## src/rtl/cmult_pkg.sv

```systemverilog
// Shared widths, result field offsets and FSM encoding for the sequential complex multiplier.
package cmult_pkg;

    localparam int W      = 32;
    localparam int RES_W  = 4*W + 2;
    localparam int RE_LSB = 2*W + 1;
    localparam int IM_MSB = 2*W;

    typedef logic [2:0] state_t;

    localparam state_t IDLE = 3'd0;
    localparam state_t MUL0 = 3'd1;
    localparam state_t MUL1 = 3'd2;
    localparam state_t MUL2 = 3'd3;
    localparam state_t MUL3 = 3'd4;

endpackage

```

## src/rtl/cmult_mul32.sv

```systemverilog
// Purpose: signed W x W -> 2W full-precision multiplier, shared across all four partial products.
// Latency: purely combinational.
// Backpressure: none; the caller sequences operands.
module cmult_mul32
    import cmult_pkg::*;
(
    input  logic signed [W-1:0]   a_i,
    input  logic signed [W-1:0]   b_i,
    output logic signed [2*W-1:0] p_o
);

    assign p_o = a_i * b_i;

endmodule

```

## src/rtl/complex_mult_seq.sv

```systemverilog
// Purpose: handshaked complex multiplier; one shared multiplier walks ar*br, ai*bi, ar*bi, ai*br.
// Latency: accept edge to out_valid is 4 edges; out_valid and result last exactly one cycle.
// Backpressure: none; in_valid is ignored while busy, and accepted again in the out_valid cycle.
module complex_mult_seq
    import cmult_pkg::*;
(
    input  logic               clk,
    input  logic               rst_n,
    input  logic               in_valid,
    input  logic [2*W-1:0]     operand1,
    input  logic [2*W-1:0]     operand2,
    output logic               busy,
    output logic               out_valid,
    output logic [RES_W-1:0]   result
);

    state_t                 state_q, state_d;
    logic signed [W-1:0]    ar_q, ai_q, br_q, bi_q;
    logic signed [W-1:0]    mul_a, mul_b;
    logic signed [2*W-1:0]  prod;
    logic signed [2*W:0]    prod_x;
    logic signed [2*W:0]    acc_re_q, acc_re_d;
    logic signed [2*W:0]    acc_im_q, acc_im_d;
    logic [RES_W-1:0]       result_q, result_d;
    logic                   out_valid_q, out_valid_d;
    logic                   busy_q;
    logic                   accept;

    assign accept = (state_q == IDLE) && in_valid;

    always_comb begin
        mul_a = '0;
        mul_b = '0;
        case (state_q)
            MUL0: begin mul_a = ar_q; mul_b = br_q; end
            MUL1: begin mul_a = ai_q; mul_b = bi_q; end
            MUL2: begin mul_a = ar_q; mul_b = bi_q; end
            MUL3: begin mul_a = ai_q; mul_b = br_q; end
            default: begin mul_a = '0; mul_b = '0; end
        endcase
    end

    cmult_mul32 u_mul (
        .a_i (mul_a),
        .b_i (mul_b),
        .p_o (prod)
    );

    // Sums need one guard bit; the worst case (-2^(W-1))^2 * 2 exactly fills it.
    assign prod_x = {prod[2*W-1], prod};

    always_comb begin
        state_d     = state_q;
        acc_re_d    = acc_re_q;
        acc_im_d    = acc_im_q;
        result_d    = '0;
        out_valid_d = 1'b0;
        case (state_q)
            IDLE: if (in_valid) state_d = MUL0;
            MUL0: begin
                acc_re_d = prod_x;
                state_d  = MUL1;
            end
            MUL1: begin
                acc_re_d = acc_re_q - prod_x;
                state_d  = MUL2;
            end
            MUL2: begin
                acc_im_d = prod_x;
                state_d  = MUL3;
            end
            MUL3: begin
                result_d[RES_W-1:RE_LSB] = acc_re_q;
                result_d[IM_MSB:0]       = acc_im_q + prod_x;
                out_valid_d              = 1'b1;
                state_d                  = IDLE;
            end
            default: state_d = IDLE;
        endcase
    end

    always_ff @(posedge clk or negedge rst_n) begin
        if (!rst_n) begin
            state_q     <= IDLE;
            ar_q        <= '0;
            ai_q        <= '0;
            br_q        <= '0;
            bi_q        <= '0;
            acc_re_q    <= '0;
            acc_im_q    <= '0;
            result_q    <= '0;
            out_valid_q <= 1'b0;
            busy_q      <= 1'b0;
        end else begin
            state_q     <= state_d;
            acc_re_q    <= acc_re_d;
            acc_im_q    <= acc_im_d;
            result_q    <= result_d;
            out_valid_q <= out_valid_d;
            busy_q      <= (state_d != IDLE);
            if (accept) begin
                ar_q <= operand1[2*W-1:W];
                ai_q <= operand1[W-1:0];
                br_q <= operand2[2*W-1:W];
                bi_q <= operand2[W-1:0];
            end
        end
    end

    assign busy      = busy_q;
    assign out_valid = out_valid_q;
    assign result    = result_q;

endmodule

```

## config.mk

```make
export PLATFORM = sky130hd
export DESIGN_NAME = complex_mult_seq
export DESIGN_NICKNAME = d
export VERILOG_FILES = /design/src/rtl/cmult_pkg.sv /design/src/rtl/cmult_mul32.sv /design/src/rtl/complex_mult_seq.sv
export SDC_FILE = /design/constraint.sdc
export NUM_CORES = 2
export LEC_CHECK = 0
export ABC_AREA = 1
export CAP_MARGIN = 20
export CORE_MARGIN = 4
export CORE_UTILIZATION = 40
export CTS_CLUSTER_SIZE = 24
export DETAILED_ROUTE_END_ITERATION = 16
export GPL_ROUTABILITY_DRIVEN = 0
export GPL_TIMING_DRIVEN = 1
export HOLD_SLACK_MARGIN = 0.15
export PLACE_DENSITY = 0.64
export SKIP_LAST_GASP = 1
export SLEW_MARGIN = 20
export SYNTH_ARGS = -nofsm -noshare
export SYNTH_HDL_FRONTEND = slang
export SYNTH_SLANG_ARGS = --single-unit
```

## constraint.sdc

```tcl
create_clock -name clk -period 31.3 [get_ports clk]
set_input_delay 6.26 -clock clk [delete_from_list [all_inputs] [get_ports clk]]
set_output_delay 6.26 -clock clk [all_outputs]
set_load 0.03 [all_outputs]
```

## Word level (Yosys, flattened, before mapping)

Cells that the tools add are included.

| storage, ports and cells | value |
|---|---|
| word-level logic and storage cells | 32 |
| input port bits | 131 |
| output and inout bits | 132 |
| flip-flop bits (word level) | 392 |

| cells by class | value |
|---|---|
| muxes and demuxes | 7 |
| add/sub/neg operators | 2 |
| multipliers | 1 |
| reduce and logical (&&, ||, !) cells | 8 |
| eq/ne operators | 4 |

Operators by type and width:

| cell | count |
|---|---|
| $mux W130 | 1 |
| $pmux W65 S2 | 1 |
| $pmux W32 S2 | 2 |
| $add A64 B64 Y65 | 1 |
| $sub A65 B64 Y65 | 1 |
| $mul A32 B32 Y64 | 1 |
| $pmux W3 S4 | 1 |
| $reduce_or A2 Y1 | 4 |
| $eq A3 B2 Y1 const B | 2 |
| $eq A3 B1 Y1 const B | 1 |
| $eq A3 B3 Y1 const B | 1 |
| $logic_not A3 Y1 | 1 |
| $mux W3 | 1 |
| $reduce_bool A3 Y1 | 1 |
| $reduce_bool A2 Y1 | 1 |
| $logic_and A1 B1 Y1 | 1 |
| $mux W1 | 1 |

## Logic depth before layout (Yosys ltp)

| depth | value |
|---|---|
| depth in word-level cells | 6 |
| gate-level depth with buffers | 60 |
| gate-level depth less buffers | 58 |

## Cells and area by module

Synthesis repeated with hierarchy kept, for this count alone.

| unflattened totals | value |
|---|---|
| cell total of the unflattened synthesis | 8764 |
| area total of the unflattened synthesis | 64724.6 um^2 |

Modules (own cells, without submodules):

| module | instances | seq. area each (um^2) | cells each | area an instance (um^2) |
|---|---|---|---|---|
| cmult_mul32 | 1 | 0.0 | 5045 | 38907.3 |
| complex_mult_seq | 1 | 9809.4 | 3719 | 25817.3 |

## Worst setup path before layout

Ideal clock, no wire load.

| path | value |
|---|---|
| path type | reg2reg |
| from | register state_q[2] |
| to | register result_q[64], in the netlist result[64] |
| slack | 21.328 ns |
| library setup time | 0.132 ns |
| required time | 31.168 ns |
| period minus slack after synthesis | 9.972 ns |
| buffers on the path | 2 |
| cell stages (with the launch flop) | 43 |
| arrival time | 9.840 ns |
| cells stage by stage | dfrtp_1 > nor2_1 > inv_1 > nor2_1 > nor2_1 > inv_1 > clkbuf_1 > a22o_1 > buf_1 > nand2_1 > inv_1 > fa_1 > fa_1 > inv_1 > fa_1 > inv_1 > fa_1 > inv_1 > [... 7 more ...] > nor2_1 > inv_1 > nor4_1 > a221oi_1 > nand2_1 > inv_1 > or2_2 > nand2_1 > ha_1 > a21oi_1 > o21a_1 > o21ai_0 > inv_1 > o2111ai_1 > a21o_1 > a31oi_1 > xor2_1 > nor2_1 |

| between the ends | value |
|---|---|
| word-level cells in the longest chain between the ends | 6 |
| elaborated cells between the ends (all ways) | 13 |
| classes of those cells | add/sub (1); mul (1); eq/ne (4); mux (3); reduce/logical (4) |

RTL lines:

| item | line | source |
|---|---|---|
| start, declared | complex_mult_seq.sv:17 | `state_t state_q, state_d;` |
| start signal, assigned | complex_mult_seq.sv:95 | `state_q <= state_d;` |
| $eq A3 B2 Y1, or another cell as far along | complex_mult_seq.sv:34 | `case (state_q)` |
| $reduce_or A2 Y1 (no source line) | n/a |  |
| $pmux W32 S2 | complex_mult_seq.sv:34 |  |
| $mul A32 B32 Y64 (*) | cmult_mul32.sv:12 | `assign p_o = a_i * b_i;` |
| via prod[53] | complex_mult_seq.sv:20 | `logic signed [2*W-1:0] prod;` |
| $add A64 B64 Y65 (*) | complex_mult_seq.sv:74 | `result_d[IM_MSB:0] = acc_im_q + prod_x;` |
| $mux W130 (*) | complex_mult_seq.sv:58 | `case (state_q)` |
| via result_d[64] | complex_mult_seq.sv:24 | `logic [RES_W-1:0] result_q, result_d;` |
| end signal, assigned | complex_mult_seq.sv:98 | `result_q <= result_d;` |
| end, declared | complex_mult_seq.sv:24 |  |

Mark *: on every way through the listed nets, which the timed path passes. The rest lies on a longest branch.
A chain may end at the register's enable or synchronous reset.

## Worst setup path after layout

Same ends and word-level chain as after synthesis.

==> results by group <==
Timing
  • TNS Setup: 0 ns
  • Setup violations, final: 0
  • Final Skew: 0.0597 ns
  • Hold_ws: between 0.4 and 0.5 ns
  • Max Fclk: ~74 MHz
  • Period utilisation layout: 0.433
  • RSZ-0062 raised after global routing: no
  • Fin. max-slew vios: 0
  • Final hold vios: 0
  • Tmin final: between 10 and 15 ns
  • Least-Margin Pin Slew: 1.03 ns
  • Slew HR: 0.312

CTS
  • CTS Buffer Depth: 3
  • TritonCTS buffer count: 44
  • H-tree lvl count: 2
  • CTS sink cnt: about 390
  • Cts repair resizes: 0
  • Root Buffer: clkbuf_16
  • Worst-path clk slew: 0.07 ns
  • # Post-CTS Setup Buffers: 0
  • Worst-Skew Late Latency: 0.65 ns
  • CTS tree: built
  • Hold-fix buffers, CTS: 0

Synth
  • Total number of yosys warnings: 0
  • Post-synthesis cell type count: 60
  • Syn_area_per_cell: between 8 and 9 um2
  • FF+latch count, synth: 392
  • Syn nets: ~9100
  • Synth top area share: 0.356
  • Mapped cell area: between 60000 and 70000 um2
  • Post-synth top area cell: fa_1
  • Post-synthesis sequential area ratio: 0.161
  • Synth Instances: 7600
  • Top post-synthesis cells by area: fa_1 (36%), dfrtp_1 (16%), inv_1 (13%)

Drt
  • Vias: 49500
  • Initial DRC Count: 4037
  • Final WL: about 180 mm
  • WL/cell: 18.6 um
  • First-pass DRT Iterations: 6
  • Antenna viol nets, final: 0
  • Detailed-route vias per instance: between 5 and 6
  • DRC viols: 0

Die
  • # IOs: approximately 260
  • Core Rows: approximately 140
  • Initial cell density of the core: 0.402
  • Die W: 399 um
  • Die ar.: approximately 160000 um2
  • Die Y: between 300 and 400 um
  • Core Area: approximately 150000 um2

GRT
  • Initial antenna violation count: 0
  • Total gr overflow: 0
  • First-pass GRT wire length: 290 mm
  • GRT Total Usage: 0.233
  • Largest net degree at the start of global routing: between 100 and 150
  • Vias in the first global route: roughly 52000

Cells and area
  • Share of post-route cells with drive strength above 1: 0.0557
  • Fillers: between 15000 and 20000
  • Final layout net count: approximately 9200
  • Synth-to-Final Area Change: 10.2%
  • Fin area: 67200 um2
  • Register area: between 9000 and 10000 um2
  • Area of the multi-input gates: around 43000 um2

Setup path
  • CP Launch Point: state_q[2]
  • Crit path arrival time: between 10 and 15 ns
  • Setup slack, reg-to-reg: 17.76 ns
  • CP Launch Type: flip-flop
  • CP Class: reg2reg
  • Critical path endpoint category: flip-flop
  • Crit path top cell by count: inv_1
  • Max FO, Critical Path: 34
  • Slowest CP cell: fa_1
  • CP required: approximately 32 ns
  • Worst r2r src: state_q[2]
  • Max incr delay on CP: 1.11 ns

Min path
  • Hold_sp: acc_im_q[45]
  • Hold WC Path Type: reg2reg

Run status
  • Status: complete, no violations

Place
  • Placed Area: 65800 um2
  • Port Buf Inserts: 262
  • Post-DP HPWL: between 100 and 150 mm

Flow run
  • Max-Cap Viols: 0
==> cell usage in the layout (no fill, tap or decap), types with 16 or more instances in the layout <==
cell type / n
o21ai_0: 223
nor2_1: 405
clkdlybuf4s50_1: 261
ha_1: 305
nand4_1: 22
buf_4: 73
nor2_2: 20
o21bai_1: 22
nand3_1: 122
mux2_2: 128
nand2_1: 1763
nand2_2: 37
a21oi_1: 293
a22oi_1: 16
xnor2_1: 30
or2_2: 26
o22ai_1: 29
inv_1: 2039
dfrtp_1: 392
clkbuf_16: 45
nor3_1: 25
fa_1: 1084
a31oi_1: 59
xor2_1: 57
a22o_1: 45
==> layer usage <==
metal,routed length (um),global-route usage,up-vias
met5,37,0.00185,-
met4,8440,0.0909,2
met3,13500,0.0337,380
met2,89400,0.404,1948
met1,70100,0.293,24600
li1,-,-,22600
==> cells in the mapped netlist, drive strengths merged <==
cell type  instances
o211a              1
inv             2054
a31o               3
o21a              12
ha               305
nor4               8
xor2              58
o211ai            10
or2               27
fa              1084
nor2             432
and3               3
nand3b             5
clkbuf           232
a21o               6
o2111ai            2
nand2           1806
and2               6
o221ai            14
o21ai            241
o21bai            25
o22ai             29
nor3b              4
a31oi             59
a21boi            17
dfrtp            392
a22oi             17
o31ai              3
a211oi             7
nor3              28
mux2             128
nand4             24
buf               34
clkinv             2
a21oi            297
nand3            135
a22o              55
a221oi             3
xnor2             30
a2111oi            2
==> area by class of cell <==
class / instances / share of cell area
multi-input combinational: 4886 / 0.633
antenna: 1 / 0.0000372
inverter: 2056 / 0.115
clock buffer: 60 / 0.0188
timing repair buffer: 336 / 0.0474
sequential: 392 / 0.146
clock inverter: 19 / 0.00262
tap: 2030 / 0.0378
==> through the flow <==
stage          instances   util  setup WS, ns
2_1_floorplan       7600      -         21.33
3_3_place_gp        9700  0.434         18.23
3_5_place_dp        9700  0.434         18.19
4_1_cts             9779  0.443         18.10
5_1_grt             9779  0.443         16.87
6_report            9780  0.443         17.76
==> registers in the layout, summed over array words and instances (netlist names) <==
name,flops
result,130
acc_im_q,64
br_q,32
ai_q,32
ar_q,32
bi_q,32
state_q,3
out_valid,1
acc_re_q,65
busy,1
==> cells by family after synthesis <==
| kind of cell | count (synthesis) | synth area share |
|---|---|---|
| DFF | 392 | 0.161 |
| xor gates and xnor gates | 88 | 0.0128 |
| and+or+nand+nor | 2478 | 0.164 |
| AOI/OAI and AO/OA | 803 | 0.0773 |
| adders and majority gates | 1389 | 0.418 |
| muxes | 128 | 0.0236 |
| buffers and inverters | 2322 | 0.143 |
==> final timing paths <==
check | to | depth (start not counted)
max reg2reg | result[64] | 43
min reg2reg | acc_im_q[45] | 2
min | acc_im_q[45] | 2
max in group asynchronous | ai_q[11] | 3
max | result[64] | 43
min in group asynchronous | result[0] | 1
==> worst max-delay path, delay by kind of cell, from the launching register on <==
| kind | cells | cell delay, ns |
|---|---|---|
| AO/OA/AOI/OAI | 7 | 1.28 |
| XOR/XNOR | 1 | 0.20 |
| adder cells (fa/ha/maj) | 10 | 5.57 |
| buffers and inverters | 13 | 2.37 |
| flip-flops | 1 | 0.46 |
| AND/OR/NAND/NOR | 12 | 3.45 |
Power is not shown: default switching activity piles up to over one toggle a cycle in this logic, so the estimate is an artifact.
